File: src/rtl/mem_dma_pkg.sv
// Shared types and constants for the word-copy DMA engine.
package mem_dma_pkg;

   typedef enum logic [1:0] {
      IDLE  = 2'd0,
      READ  = 2'd1,
      WRITE = 2'd2,
      FIN   = 2'd3
   } state_t;

   localparam int unsigned WORD_BYTES = 4;

   // A job is rejected if either base address is not word aligned.
   function automatic logic misaligned(input logic [1:0] src_lo, input logic [1:0] dst_lo);
      return (src_lo | dst_lo) != 2'b00;
   endfunction

endpackage

File: src/rtl/mem_dma.sv
// Word-by-word memory copy engine: one READ then one WRITE per word, ascending addresses.
// Handshake: start is honoured only in IDLE; done pulses for one cycle in FIN, busy covers READ..FIN.
module mem_dma
   import mem_dma_pkg::*;
#(
   parameter int LEN_W = 8,
   parameter int AW    = 32
)
(
   input  logic             clk,
   input  logic             rst,
   input  logic             start,
   input  logic [AW-1:0]    src_base,
   input  logic [AW-1:0]    dst_base,
   input  logic [LEN_W-1:0] len,
   output logic             busy,
   output logic             done,
   output logic             err,
   output logic [LEN_W-1:0] xfer_count,
   output logic             mem_we,
   output logic [AW-1:0]    mem_a,
   output logic [31:0]      mem_wd,
   input  logic [31:0]      mem_rd,
   output state_t           state
);

   localparam logic [AW-1:0]    STEP = AW'(WORD_BYTES);
   localparam logic [LEN_W-1:0] ONE  = LEN_W'(1);

   logic [AW-1:0]    src_ptr;
   logic [AW-1:0]    dst_ptr;
   logic [AW-1:0]    src_nxt;
   logic [AW-1:0]    dst_nxt;
   logic [LEN_W-1:0] len_q;
   logic [LEN_W-1:0] count_nxt;

   assign src_nxt   = src_ptr + STEP;
   assign dst_nxt   = dst_ptr + STEP;
   assign count_nxt = xfer_count + ONE;

   // Memory-facing outputs are registered and set up one state ahead, so
   // mem_a is already valid when READ/WRITE begins; mem_wd doubles as the data register.
   always_ff @(posedge clk) begin
      if (rst) begin
         state      <= IDLE;
         src_ptr    <= '0;
         dst_ptr    <= '0;
         len_q      <= '0;
         xfer_count <= '0;
         err        <= 1'b0;
         busy       <= 1'b0;
         done       <= 1'b0;
         mem_we     <= 1'b0;
         mem_a      <= '0;
         mem_wd     <= '0;
      end else begin
         case (state)
            IDLE: begin
               if (start) begin
                  src_ptr    <= src_base;
                  dst_ptr    <= dst_base;
                  len_q      <= len;
                  xfer_count <= '0;
                  err        <= 1'b0;
                  busy       <= 1'b1;
                  if (misaligned(src_base[1:0], dst_base[1:0])) begin
                     err   <= 1'b1;
                     done  <= 1'b1;
                     state <= FIN;
                  end else if (len == '0) begin
                     done  <= 1'b1;
                     state <= FIN;
                  end else begin
                     mem_a <= src_base;
                     state <= READ;
                  end
               end
            end
            READ: begin
               mem_wd <= mem_rd;
               mem_a  <= dst_ptr;
               mem_we <= 1'b1;
               state  <= WRITE;
            end
            WRITE: begin
               src_ptr    <= src_nxt;
               dst_ptr    <= dst_nxt;
               xfer_count <= count_nxt;
               mem_we     <= 1'b0;
               mem_wd     <= '0;
               if (count_nxt == len_q) begin
                  mem_a <= '0;
                  done  <= 1'b1;
                  state <= FIN;
               end else begin
                  mem_a <= src_nxt;
                  state <= READ;
               end
            end
            FIN: begin
               done  <= 1'b0;
               busy  <= 1'b0;
               state <= IDLE;
            end
            default: state <= IDLE;
         endcase
      end
   end

endmodule
File: config.mk
export PLATFORM = sky130hd
export DESIGN_NAME = mem_dma
export DESIGN_NICKNAME = d
export VERILOG_FILES = /design/src/rtl/mem_dma_pkg.sv /design/src/rtl/mem_dma.sv
export SDC_FILE = /design/constraint.sdc
export NUM_CORES = 1
export LEC_CHECK = 0
export ABC_CLOCK_PERIOD_IN_PS = 2200
export CELL_PAD_IN_SITES_DETAIL_PLACEMENT = 1
export CELL_PAD_IN_SITES_GLOBAL_PLACEMENT = 2
export CORE_UTILIZATION = 26
export CTS_BUF_LIST = sky130_fd_sc_hd__clkbuf_16
export CTS_CLUSTER_DIAMETER = 120
export DETAILED_ROUTE_END_ITERATION = 7
export HOLD_SLACK_MARGIN = 0.12
export PLACE_DENSITY_LB_ADDON = 0.1
export SKIP_LAST_GASP = 1
export SYNTH_ARGS = -nofsm -noshare
export SYNTH_HDL_FRONTEND = slang
export SYNTH_SLANG_ARGS = --single-unit
File: constraint.sdc
create_clock -name clk -period 2.2 [get_ports clk]
set_input_delay 0.22 -clock clk [delete_from_list [all_inputs] [get_ports clk]]
set_output_delay 0.22 -clock clk [all_outputs]
set_load 0.02 [all_outputs]
### Word level (Yosys, flattened, before mapping)

Cells that the tools add are included.
Widths: inputs -> output; s select.

* register bits: 150
* bits of input ports: 107
* output and inout bits: 78
* logic and storage cells: 63

* add/subtract/negate cells: 3
* equal/unequal tests: 9
* mux-type cells: 26
* bitwise logic cells: 1
* reduce and logical (&&, ||, !) cells: 13

Operators with widths (number)
* $mux 32: 6
* $pmux 32 s2: 3
* $pmux 32 s3: 1
* $add 32x3->32 const B: 2
* $pmux 8 s2: 1
* $add 8x1->8 const B: 1
* $eq 8x8->1: 1
* $logic_not 8->1: 1
* $mux 2: 4
* $mux 8: 1
* $ne 2x2->1 const B: 4
* $pmux 2 s4: 1
* $reduce_and 4->1: 2
* $reduce_bool 2->1: 4
* $mux 1: 6
* $reduce_and 2->1: 3
* $reduce_bool 3->1: 2
* $eq 2x2->1 const B: 2
* $pmux 1 s2: 2
* $ne 3x3->1 const B: 1
* $pmux 1 s3: 1
* $eq 2x1->1 const B: 1
* $logic_not 2->1: 1
* $or 2x2->2: 1

### Depth between registers and ports, before layout

Gate-level depths: netlist (run 1).

* word-level depth: 5
* mapped depth: 10
* gate-level depth less buffers: 8

### Worst setup path after synthesis (run 1)

Ideal clock, no wire load.

* path kind: register to register
* start point: register xfer_count[0]
* end point: register done
* library setup time: 0.123 ns
* arrival: 2.254 ns
* required time: 2.077 ns
* setup slack: -0.178 ns
* cell stages (with the launch flop): 10
* buffers on the path: 2
* period minus slack after synthesis: 2.378 ns
* cells stage by stage: dfxtp_1 -> ha_1 -> buf_2 -> nand3_1 -> xnor2_1 -> nor4_2 -> a31oi_2 -> buf_6 -> a211oi_2 -> mux2_1

* word-level cells in the longest chain between the ends: 4

Ends and longest elaborated chain
* from (decl): line mem_dma.sv:19 `output logic [LEN_W-1:0] xfer_count,`
* from (signal assigned): line mem_dma.sv:88 `xfer_count <= count_nxt;`
* $add 8x1->8: line mem_dma.sv:39 `assign count_nxt = xfer_count + ONE;`
* $eq 8x8->1: line mem_dma.sv:91 `if (count_nxt == len_q) begin`
* $ne 2x2->1 (no source line)
* $reduce_and 4->1 (no source line)
* to (signal assigned): line mem_dma.sv:52 `done <= 1'b0;`
* to (signal assigned): line mem_dma.sv:93 `done <= 1'b1;`
* to (signal assigned): line mem_dma.sv:101 `done <= 1'b0;`
* to (decl): line mem_dma.sv:17 `output logic done,`

Every way passes these cells.
A chain may end at the register's enable or synchronous reset.

### Worst setup path in the final report (run 1)

* start point: register xfer_count[1]
* end point: register mem_a[15]

* word-level cells in the longest chain between the ends: 4

Ends and longest elaborated chain
* $add 8x1->8: line mem_dma.sv:39
* $eq 8x8->1: line mem_dma.sv:91
* $mux 32: line mem_dma.sv:91
* $pmux 32 s3: line mem_dma.sv:57 `case (state)`
* to (signal assigned): line mem_dma.sv:74 `mem_a <= src_base;`
* to (signal assigned): line mem_dma.sv:81 `mem_a <= dst_ptr;`
* to (signal assigned): line mem_dma.sv:96 `mem_a <= src_nxt;`
* to (decl): line mem_dma.sv:21 `output logic [AW-1:0] mem_a,`

Every way passes these cells.

==> qor.yml, run 1 <==
outcome: "finished with violations"
violations: "setup timing"
r2r-start: "xfer_count[1]$_SDFFE_PP0P_"
yosysSeqAreaShare_pct: 36.9
core_sq_um: 30700
min_to: "mem_wd[17]$_SDFFE_PP0N_"
startpoint_type: "flip-flop"
dpl-instance-area_sq_um: 11100
gp_congestion: 0.778
drv_slew: 0
drv_cap: 0
cts_tree: "done"
clock.fmax_mhz: 451
root_buffer: "clkbuf_16"
drive_above_1_share_pct: 17.8
syn-cell-area_sq_um: 8140
grt_start_max_net_pins: 63
p_leak_nw: 4.35
synth.avg_cell_area_sq_um: 7.77
fin_crit_sh_pct: 101
grt.overflow.total: 0
ir_drop_v: 0.000649
die-area_sq_um: 32000
final.setup.tns_ns: -0.0164
worstMarginPinSlew_ns: 0.545
areaGrowthSynthToFinish_pct: 47.0
drt_wl_total_mm: 33.3
wl_per_cell_microns: 19.8
grt_pass1_vias: 8829
power_per_cell_area_nw_per_um2: 1270
worstPathRequired_ns: 2.51
num_io_pins: 185
num_rows: 64
track_usage_pct: 20.8
die_x_microns: 179
hold_violations: 0
clock_skew_ns: 0.0141
rrSetupSlack_ns: -0.02
crit_type: "reg2reg"
antenna_found_initial: 2
yosysTopAreaCell: "dfxtp_1"
ys_warn_count: 0
route.vias.total: 8744
clkLatencyLatePin_ns: 0.44
synth.top_cell.area_share_pct: 36.9
pre_cts_slack_ns: -0.303
synth_cell_type_count: 67
viasPerCell: 5.20
synth-main-ff-cell: "dfxtp_1"
drcViolationCount: 0
numCtsBuffers: 17
fp.dieH_microns: 179
utilization_pct: 39.0
grt_pass1_wl_mm: 50.8
hpwl_mm: 23.6
hold_path_class: "in2reg"
setup_viol: 2
regArea_sq_um: 3010
initial_core_util_pct: 26.6
synth_area_leaders: "dfxtp_1 (37%), nor2_1 (6.1%), a21oi_1 (5.2%)"
max-slew-margin-rel_pct: 63.7
arrival_ns: 2.53
portBuffers: 184
n_fill_cell: 3622
drtIter0Drc: 374
timing.rr.end: "mem_a[15]$_SDFFE_PP0P_"
cp_max_fo: 7
cts_num_sinks: 150
synth_seq_cells: 150
rsz0062_at_grt: "yes"
synth_edf_count: 0
final_cell_count_no_fill: 1681
first_pass_iters: 4
power_mw: 15.2
end_kind: "flip-flop"
worst_slack_ns: -0.0160
htreeDepth: 4
ant_nets: 0
path_clk_slew_ns: 0.07
hold_start: "rst"
whs_path_depth: 2
fin_area_sq_um: 12000
async_flop_share_pct: 0
hold_slack_ns: 0.253
holdBufCountCts: 0
cts_buffer_depth: 2
worstRegToRegCells: 8
dp_cells: 1641
synthCells: 1048
multi_input_area_sq_um: 4960
post-route-min-period_ns: 2.22
nets: 1386
synth_nets: 1162
-- routing by layer --
layer	track usage, %	share of wire, %	vias up	routed length (microns)
met5	0	0.039	-	13
met4	5.72	2.1	2	683
met3	5.17	5.1	33	1680
met2	34.1	46	192	15400
met1	27.0	47	4255	15500
li1	-	-	4262	-
-- flip-flops by register name (all words and copies together) (netlist names) --
| register | cells |
|---|---|
| dst_ptr | 32 |
| mem_a | 32 |
| mem_wd | 32 |
| src_ptr | 32 |
| len_q | 8 |
| xfer_count | 8 |
| state | 2 |
| busy | 1 |
| done | 1 |
| err | 1 |
| mem_we | 1 |
-- where the power goes --
group | leakage [nW] | switching (mW) | internal [mW]
registers | 1.23 | 0.629 | 3.56
logic | 2.84 | 4.72 | 3.33
clock network | 0.275 | 1.27 | 1.65
-- synthesized netlist by cell type (all sizes together) (16+ instances only) --
cell type	count
nor2b	16
nand4	23
dfxtp	150
a211oi	28
nor4	32
o21ai	52
nand3	37
and3	21
nor3	54
a21oi	85
nand2	112
a22oi	39
a221oi	27
nor2	133
xnor2	34
buf	34
clkbuf	64
-- how the worst max path moves through the flow --
stage | from | to | cells after the start
6_report | xfer_count[1]$_SDFFE_PP0P_ | mem_a[15]$_SDFFE_PP0P_ | 8
5_1_grt | xfer_count[1]$_SDFFE_PP0P_ | mem_a[20]$_SDFFE_PP0P_ | 9
4_1_cts | xfer_count[1]$_SDFFE_PP0P_ | mem_a[25]$_SDFFE_PP0P_ | 9
3_5_place_dp | src_base[0] | mem_a[5]$_SDFFE_PP0P_ | 8
3_3_place_gp | src_base[1] | mem_a[18]$_SDFFE_PP0P_ | 8
2_1_floorplan | xfer_count[0]$_SDFFE_PP0P_ | done$_SDFFE_PP0P_ | 9
-- layout make-up --
class / count / area share [%]
multi-input combinational: 789 / 41.4
sequential: 150 / 25.1
timing repair buffer: 303 / 24.2
tap: 396 / 4.14
clock buffer: 17 / 3.55
clock inverter: 14 / 1.16
inverter: 11 / 0.345
antenna: 1 / 0.0209
-- placed cells by master, fill, tap and decap left out, drive strengths merged, types with 4 or more instances in the layout --
master / instances
a21o: 8
or3: 4
xnor2: 34
ha: 7
a311oi: 7
nor2: 133
nor3: 54
inv: 14
clkdlybuf4s50: 183
dfxtp: 150
mux2i: 5
a221oi: 27
nand4: 23
o31ai: 5
and4: 6
a22oi: 39
o21ai: 52
nand3: 37
o211ai: 5
o22ai: 9
nor4: 32
a211oi: 28
and3: 21
a31oi: 11
clkbuf: 19
xor2: 5
buf: 118
clkinv: 6
nor2b: 16
nand2: 112
a21oi: 85
-- critical path, cell delays in order (launching register included) --
cell and delay (ns):
dfxtp_2 0.34, ha_4 0.19, buf_4 0.14, and4_4 0.16, nor4b_4 0.37, a31oi_4 0.28
clkbuf_16 0.27, a221oi_2 0.26, nor4_1 0.08
-- cells by family after synthesis --
group,after synthesis,synth area share (%)
flops,150,36.9
simple gates,449,27.1
compound gates,288,24.1
xor+xnor,39,4.29
mux,6,0.753
buf+inv,109,5.81
fa+ha+maj,7,1.08
-- what timing repair did --
item                       CTS  global route
pin swaps                    0            13
cloned                       0             3
setup buffers                0             5
gates resized for setup      9            33
setup endpoints to repair   32            59
Power figures use the tool's default switching activity.
==> run 2, diff against run 1 <==
--- a/config.mk
+++ b/config.mk
@@ -8,6 +8,7 @@
 export ABC_CLOCK_PERIOD_IN_PS = 2200
 export CELL_PAD_IN_SITES_DETAIL_PLACEMENT = 1
 export CELL_PAD_IN_SITES_GLOBAL_PLACEMENT = 2
+export CORE_MARGIN = 3
 export CORE_UTILIZATION = 26
 export CTS_BUF_LIST = sky130_fd_sc_hd__clkbuf_16
 export CTS_CLUSTER_DIAMETER = 120
==> run 2 against run 1 <==
Compared with the run above: the flow still finishes with violations (setup timing); combinational power rose by 1%; design area rose by 0.13%; global-route usage fell by 0.74 points; worst hold slack got worse by 0.060 ns; core utilization fell by 0.053 points; largest cell class unchanged.
==> qor.yml, run 2 (synthesized netlist as in run 1, its figures left out) <==
outcome: "finished with violations"  # unchanged
violations: "setup timing"  # unchanged
gp_congestion: 0.804  # was 0.778
layout_commonest_cell: "clkdlybuf4s50_1"  # unchanged
clock_skew_ns: 0.0119  # was 0.0141 ns
cts_tree: "done"  # unchanged
drv_cap: 0  # unchanged
grt_pass1_vias: 9050  # was 8829
dpl-instance-area_sq_um: 11100  # about the same
core_sq_um: 30700  # about the same
most-common-layout-cells: "clkdlybuf4s50_1 (183), dfxtp_1 (144), nor2_1 (131)"  # unchanged
first_pass_iters: 4  # unchanged
fin_crit_sh_pct: 102  # was 101%
grt_start_max_net_pins: 66  # was 63
hpwl_mm: 23.5  # was 23.6 mm
clock.fmax_mhz: 446  # was 451 MHz
num_io_pins: 185  # unchanged
grt.overflow.total: 0  # unchanged
hold_violations: 0  # unchanged
rsz0062_at_grt: "yes"  # unchanged
portBuffers: 184  # unchanged
power_per_cell_area_nw_per_um2: 1280  # was 1270 nW/um^2
die-area_sq_um: 33500  # was 32000 sq um
startpoint_type: "flip-flop"  # unchanged
initial_core_util_pct: 26.5  # was 26.6%
antenna_found_initial: 0  # was 2
drcViolationCount: 0  # unchanged
crit_type: "reg2reg"  # unchanged
max-slew-margin-rel_pct: 67.3  # was 63.7%
p_leak_nw: 4.34  # was 4.35 nW
track_usage_pct: 20.1  # was 20.8%
ir_drop_v: 0.000633  # was 0.000649 V
worstPathRequired_ns: 2.52  # was 2.51 ns
power_mw: 15.3  # was 15.2 mW
drive_above_1_share_pct: 17.5  # was 17.8%
route.vias.total: 8699  # was 8744
worstMarginPinSlew_ns: 0.486  # was 0.545 ns
drv_slew: 0  # unchanged
cts_buffer_depth: 2  # unchanged
end_kind: "flip-flop"  # unchanged
wl_per_cell_microns: 20.0  # was 19.8 microns
ant_nets: 0  # unchanged
htreeDepth: 4  # unchanged
numCtsBuffers: 17  # unchanged
path_clk_slew_ns: 0.07  # about the same
arrival_ns: 2.56  # was 2.53 ns
drt_wl_total_mm: 33.7  # was 33.3 mm
areaGrowthSynthToFinish_pct: 47.2  # was 47.0%
cts_num_sinks: 150  # unchanged
drtIter0Drc: 390  # was 374
num_rows: 64  # unchanged
fp.dieH_microns: 183  # was 179 microns
worst_slack_ns: -0.0422  # was -0.0160 ns
cp_max_fo: 6  # was 7
post-route-min-period_ns: 2.24  # was 2.22 ns
setup_viol: 5  # was 2
hold_path_class: "in2reg"  # unchanged
fin_area_sq_um: 12000  # about the same
nets: 1387  # was 1386
viasPerCell: 5.17  # was 5.20
grt_pass1_wl_mm: 52.9  # was 50.8 mm
die_x_microns: 183  # was 179 microns
root_buffer: "clkbuf_16"  # unchanged
clkLatencyLatePin_ns: 0.44  # about the same
[run 2: path summary, 6_finish.rpt]
kind	end	slack (ns)	cells past startpoint	from
min reg2reg	len_q[0]$_SDFFE_PP0P_	0.47	2	len_q[0]$_SDFFE_PP0P_
max	done$_SDFFE_PP0P_	-0.04	9	xfer_count[0]$_SDFFE_PP0P_
min	dst_ptr[0]$_SDFFE_PP0P_	0.19	2	rst
max reg2reg	done$_SDFFE_PP0P_	-0.04	9	xfer_count[0]$_SDFFE_PP0P_
[run 2: report_power, final]
part	switching (mW)	internal, mW	leakage [nW]
Combinational	4.67	3.46	2.83
Clock	1.36	1.59	0.275
Sequential	0.675	3.56	1.23
[run 2: what timing repair did]
item	CTS	global route
gates cloned	2	0
hold buffers	0	0
resized for setup	17	20
setup buffers	5	8
pin swaps	5	3
setup endpoints to repair	28	52
[run 2: per-layer routing]
metal,GRT usage [%],vias to the layer above,part of all wire (%)
met3,5.12,27,6.1
met1,26.4,4207,46
met4,5.24,0,1.5
met2,33.0,207,47
met5,0,-,0
li1,-,4258,-
[run 2: per-stage QoR]
| step | setup WS [ns] | setup TNS, ns | utilization (%) | std cells | hold WS (ns) |
|---|---|---|---|---|---|
| after CTS | -0.0220 | -0.107 | 38.5 | 1675 | 0.181 |
| after global placement | -0.150 | -2.56 | 36.0 | 1636 | 0.463 |
| after floorplan | -0.0527 | -0.0527 | - | 1048 | 0.356 |
| after detailed placement | -0.200 | -4.28 | 36.0 | 1636 | 0.466 |
| final | -0.0422 | -0.128 | 39.0 | 1683 | 0.194 |
| after global routing | -0.114 | -1.02 | 39.0 | 1682 | 0.182 |
[run 2: area by class of cell]
class | count | area (sq um)
multi-input combinational | 789 | 4910
inverter | 11 | 41.3
timing repair buffer | 304 | 2960
clock buffer | 17 | 425
sequential | 150 | 3010
fill | 3632 | 18800
clock inverter | 15 | 144
antenna | 1 | 2.50
tap | 396 | 495
[run 2: critical path: stages, from the launching register on]
cell,delay (ns)
dfxtp_4,0.36
ha_4,0.19
xnor2_2,0.14
xnor2_1,0.14
nor4_2,0.29
buf_4,0.17
a31oi_4,0.16
buf_12,0.19
a211oi_2,0.14
mux2_1,0.33
==> run 3, diff against run 2 <==
--- a/config.mk
+++ b/config.mk
@@ -8,7 +8,6 @@
 export ABC_CLOCK_PERIOD_IN_PS = 2200
 export CELL_PAD_IN_SITES_DETAIL_PLACEMENT = 1
 export CELL_PAD_IN_SITES_GLOBAL_PLACEMENT = 2
-export CORE_MARGIN = 3
 export CORE_UTILIZATION = 26
 export CTS_BUF_LIST = sky130_fd_sc_hd__clkbuf_16
 export CTS_CLUSTER_DIAMETER = 120
==> constraint.sdc (replaced) <==
create_clock -name clk -period 2.2 [get_ports clk]
set_input_delay 0.22 -clock clk [delete_from_list [all_inputs] [get_ports clk]]
set_output_delay 0.22 -clock clk [all_outputs]
set_load 0.1 [all_outputs]
==> run 3 against run 2 <==
Compared with the run above: the run now ends clean; critical path type unchanged; combinational power rose by 35%; largest cell class unchanged; global-route usage rose by 1.3 points; register-to-register slack better by 0.09 ns; die area fell by 4.3%.
==> qor.yml, run 3 (synthesized netlist as in run 1, its figures left out) <==
rsz0062_at_grt: "yes"  # unchanged
worstRegToRegCells: 9  # unchanged
worstMarginPinSlew_ns: 0.648  # was 0.486 ns
grt_start_max_net_pins: 71  # was 66
utilization_pct: 38.7  # was 39.0%
hold_path_class: "in2reg"  # unchanged
cts_num_sinks: 150  # unchanged
initial_core_util_pct: 26.6  # was 26.5%
nets: 1385  # was 1387
holdBufCountCts: 0  # unchanged
wl_met3_mm: 1.92  # was 2.06 mm
cts_tree: "done"  # unchanged
pre_cts_slack_ns: -0.560  # was -0.200 ns
portBuffers: 184  # unchanged
ant_nets: 0  # unchanged
layout_commonest_cell: "buf_4"  # was clkdlybuf4s50_1
max-slew-margin-rel_pct: 56.7  # was 67.3%
r2r-start: "xfer_count[1]$_SDFFE_PP0P_"  # was xfer_count[0]$_SDFFE_PP0P_
worst_slack_ns: 0.0505  # was -0.0422 ns
die_x_microns: 179  # was 183 microns
dr.max_layer_used: "met5"  # was met4
drcViolationCount: 0  # unchanged
core_sq_um: 30700  # about the same
drv_cap: 0  # unchanged
route.vias.total: 8694  # was 8699
track_usage_pct: 21.4  # was 20.1%
cp_max_fo: 5  # was 6
clock.fmax_mhz: 465  # was 446 MHz
ir_drop_v: 0.000660  # was 0.000633 V
outcome: "completed"  # was finished with violations
post-route-min-period_ns: 2.15  # was 2.24 ns
hold_slack_ns: 0.304  # was 0.194 ns
worstPathRequired_ns: 2.51  # was 2.52 ns
cp-endpoint: "done$_SDFFE_PP0P_"  # unchanged
die-area_sq_um: 32000  # was 33500 sq um
drtIter0Drc: 452  # was 390
antenna_found_initial: 3  # was 0
clkLatencyLatePin_ns: 0.43  # was 0.44 ns
path_clk_slew_ns: 0.07  # about the same
drive_above_1_share_pct: 23.8  # was 17.5%
setup_viol: 0  # was 5
antenna_cells: 0  # was 1
startpoint_type: "flip-flop"  # unchanged
gp_congestion: 0.793  # was 0.804
arrival_ns: 2.46  # was 2.56 ns
timing.rr.end: "done$_SDFFE_PP0P_"  # unchanged
grt.overflow.total: 0  # unchanged
cts_buffer_depth: 2  # unchanged
rrSetupSlack_ns: 0.05  # was -0.04 ns
areaGrowthSynthToFinish_pct: 45.6  # was 47.2%
p_leak_nw: 4.53  # was 4.34 nW
wl_per_cell_microns: 20.1  # was 20.0 microns
drt_wl_total_mm: 33.8  # was 33.7 mm
clock_skew_ns: 0.0100  # was 0.0119 ns
grt_pass1_wl_mm: 51.8  # was 52.9 mm
end_kind: "flip-flop"  # unchanged
first_pass_iters: 4  # unchanged
hold_violations: 0  # unchanged
drv_slew: 0  # unchanged
crit_type: "reg2reg"  # unchanged
viasPerCell: 5.18  # was 5.17
most-common-layout-cells: "buf_4 (180), dfxtp_1 (140), nor2_1 (131)"  # was clkdlybuf4s50_1 (183), dfxtp_1 (144), nor2_1 (131)
num_rows: 64  # unchanged
drt-met1-wl_mm: 15.6  # was 15.3 mm
crit_start: "xfer_count[1]$_SDFFE_PP0P_"  # was xfer_count[0]$_SDFFE_PP0P_
power_per_cell_area_nw_per_um2: 1570  # was 1280 nW/um^2
grt_pass1_vias: 8765  # was 9050
htreeDepth: 4  # unchanged
fin_crit_sh_pct: 97.7  # was 102%
fp.dieH_microns: 179  # was 183 microns
num_io_pins: 185  # unchanged
hpwl_mm: 23.2  # was 23.5 mm
root_buffer: "clkbuf_16"  # unchanged
met2_wirelength_mm: 15.9  # was 15.8 mm
numCtsBuffers: 17  # unchanged
-- run 3: stage by stage --
step | power, mW | instances | TNS (ns) | cell area [sq um]
3_5_place_dp | 14.8 | 1632 | -13.99 | 10900
3_3_place_gp | 14.8 | 1632 | -12.21 | 10900
5_1_grt | 19.6 | 1680 | -0.161 | 11900
4_1_cts | 18.5 | 1669 | -0.00167 | 11600
6_report | 18.6 | 1680 | 0 | 11900
2_1_floorplan | 11.4 | 1048 | -0.0267 | 8230
-- run 3: layout make-up --
class | count | area [sq um]
multi-input cells | 791 | 4930
flip-flops and latches | 150 | 3040
well taps | 396 | 495
inverters | 11 | 41.3
clock buffers | 17 | 425
fillers | 3637 | 18800
clock inverters | 15 | 228
repair buffers | 300 | 2700
-- run 3: metal layers --
layer / track usage [%] / vias up
met3: 5.28 / 25
met4: 4.84 / 6
met1: 27.9 / 4209
met5: 0 / -
li1: - / 4264
met2: 35.2 / 190
-- run 3: how the worst min path moves through the flow --
| stage | depth (start not counted) | end | startpoint |
|---|---|---|---|
| CTS | 2 | mem_wd[6]$_SDFFE_PP0N_ | rst |
| detailed placement | 2 | len_q[1]$_SDFFE_PP0P_ | len_q[1]$_SDFFE_PP0P_ |
| global route | 2 | src_ptr[4]$_SDFFE_PP0P_ | rst |
| floorplan | 2 | len_q[0]$_SDFFE_PP0P_ | len[0] |
| global placement | 2 | dst_ptr[1]$_SDFFE_PP0P_ | dst_ptr[1]$_SDFFE_PP0P_ |
| finish | 2 | mem_wd[7]$_SDFFE_PP0N_ | rst |
-- run 3: power by group --
group | total, mW | internal, mW | switching, mW
sequential | 4.23 | 3.56 | 0.671
clock | 3.34 | 2.03 | 1.32
combinational | 11.0 | 3.40 | 7.65
total | 18.6 | 8.98 | 9.64
-- run 3: what timing repair did --
| action | in CTS | in global routing |
|---|---|---|
| resized for setup | 4 | 24 |
| cloned | 3 | 0 |
| endpoints found under the hold margin | 0 | 0 |
| endpoints found under the setup margin | 30 | 49 |
| pin swaps | 5 | 7 |
| buffers inserted | 2 | 11 |
-- run 3: critical path: stages (launching register included) --
cell	delay, ns
dfxtp_4	0.37
ha_4	0.19
xnor2_2	0.15
xnor2_2	0.15
nor4_4	0.28
buf_4	0.17
a31oi_4	0.10
buf_6	0.15
a211oi_2	0.14
mux2_1	0.34
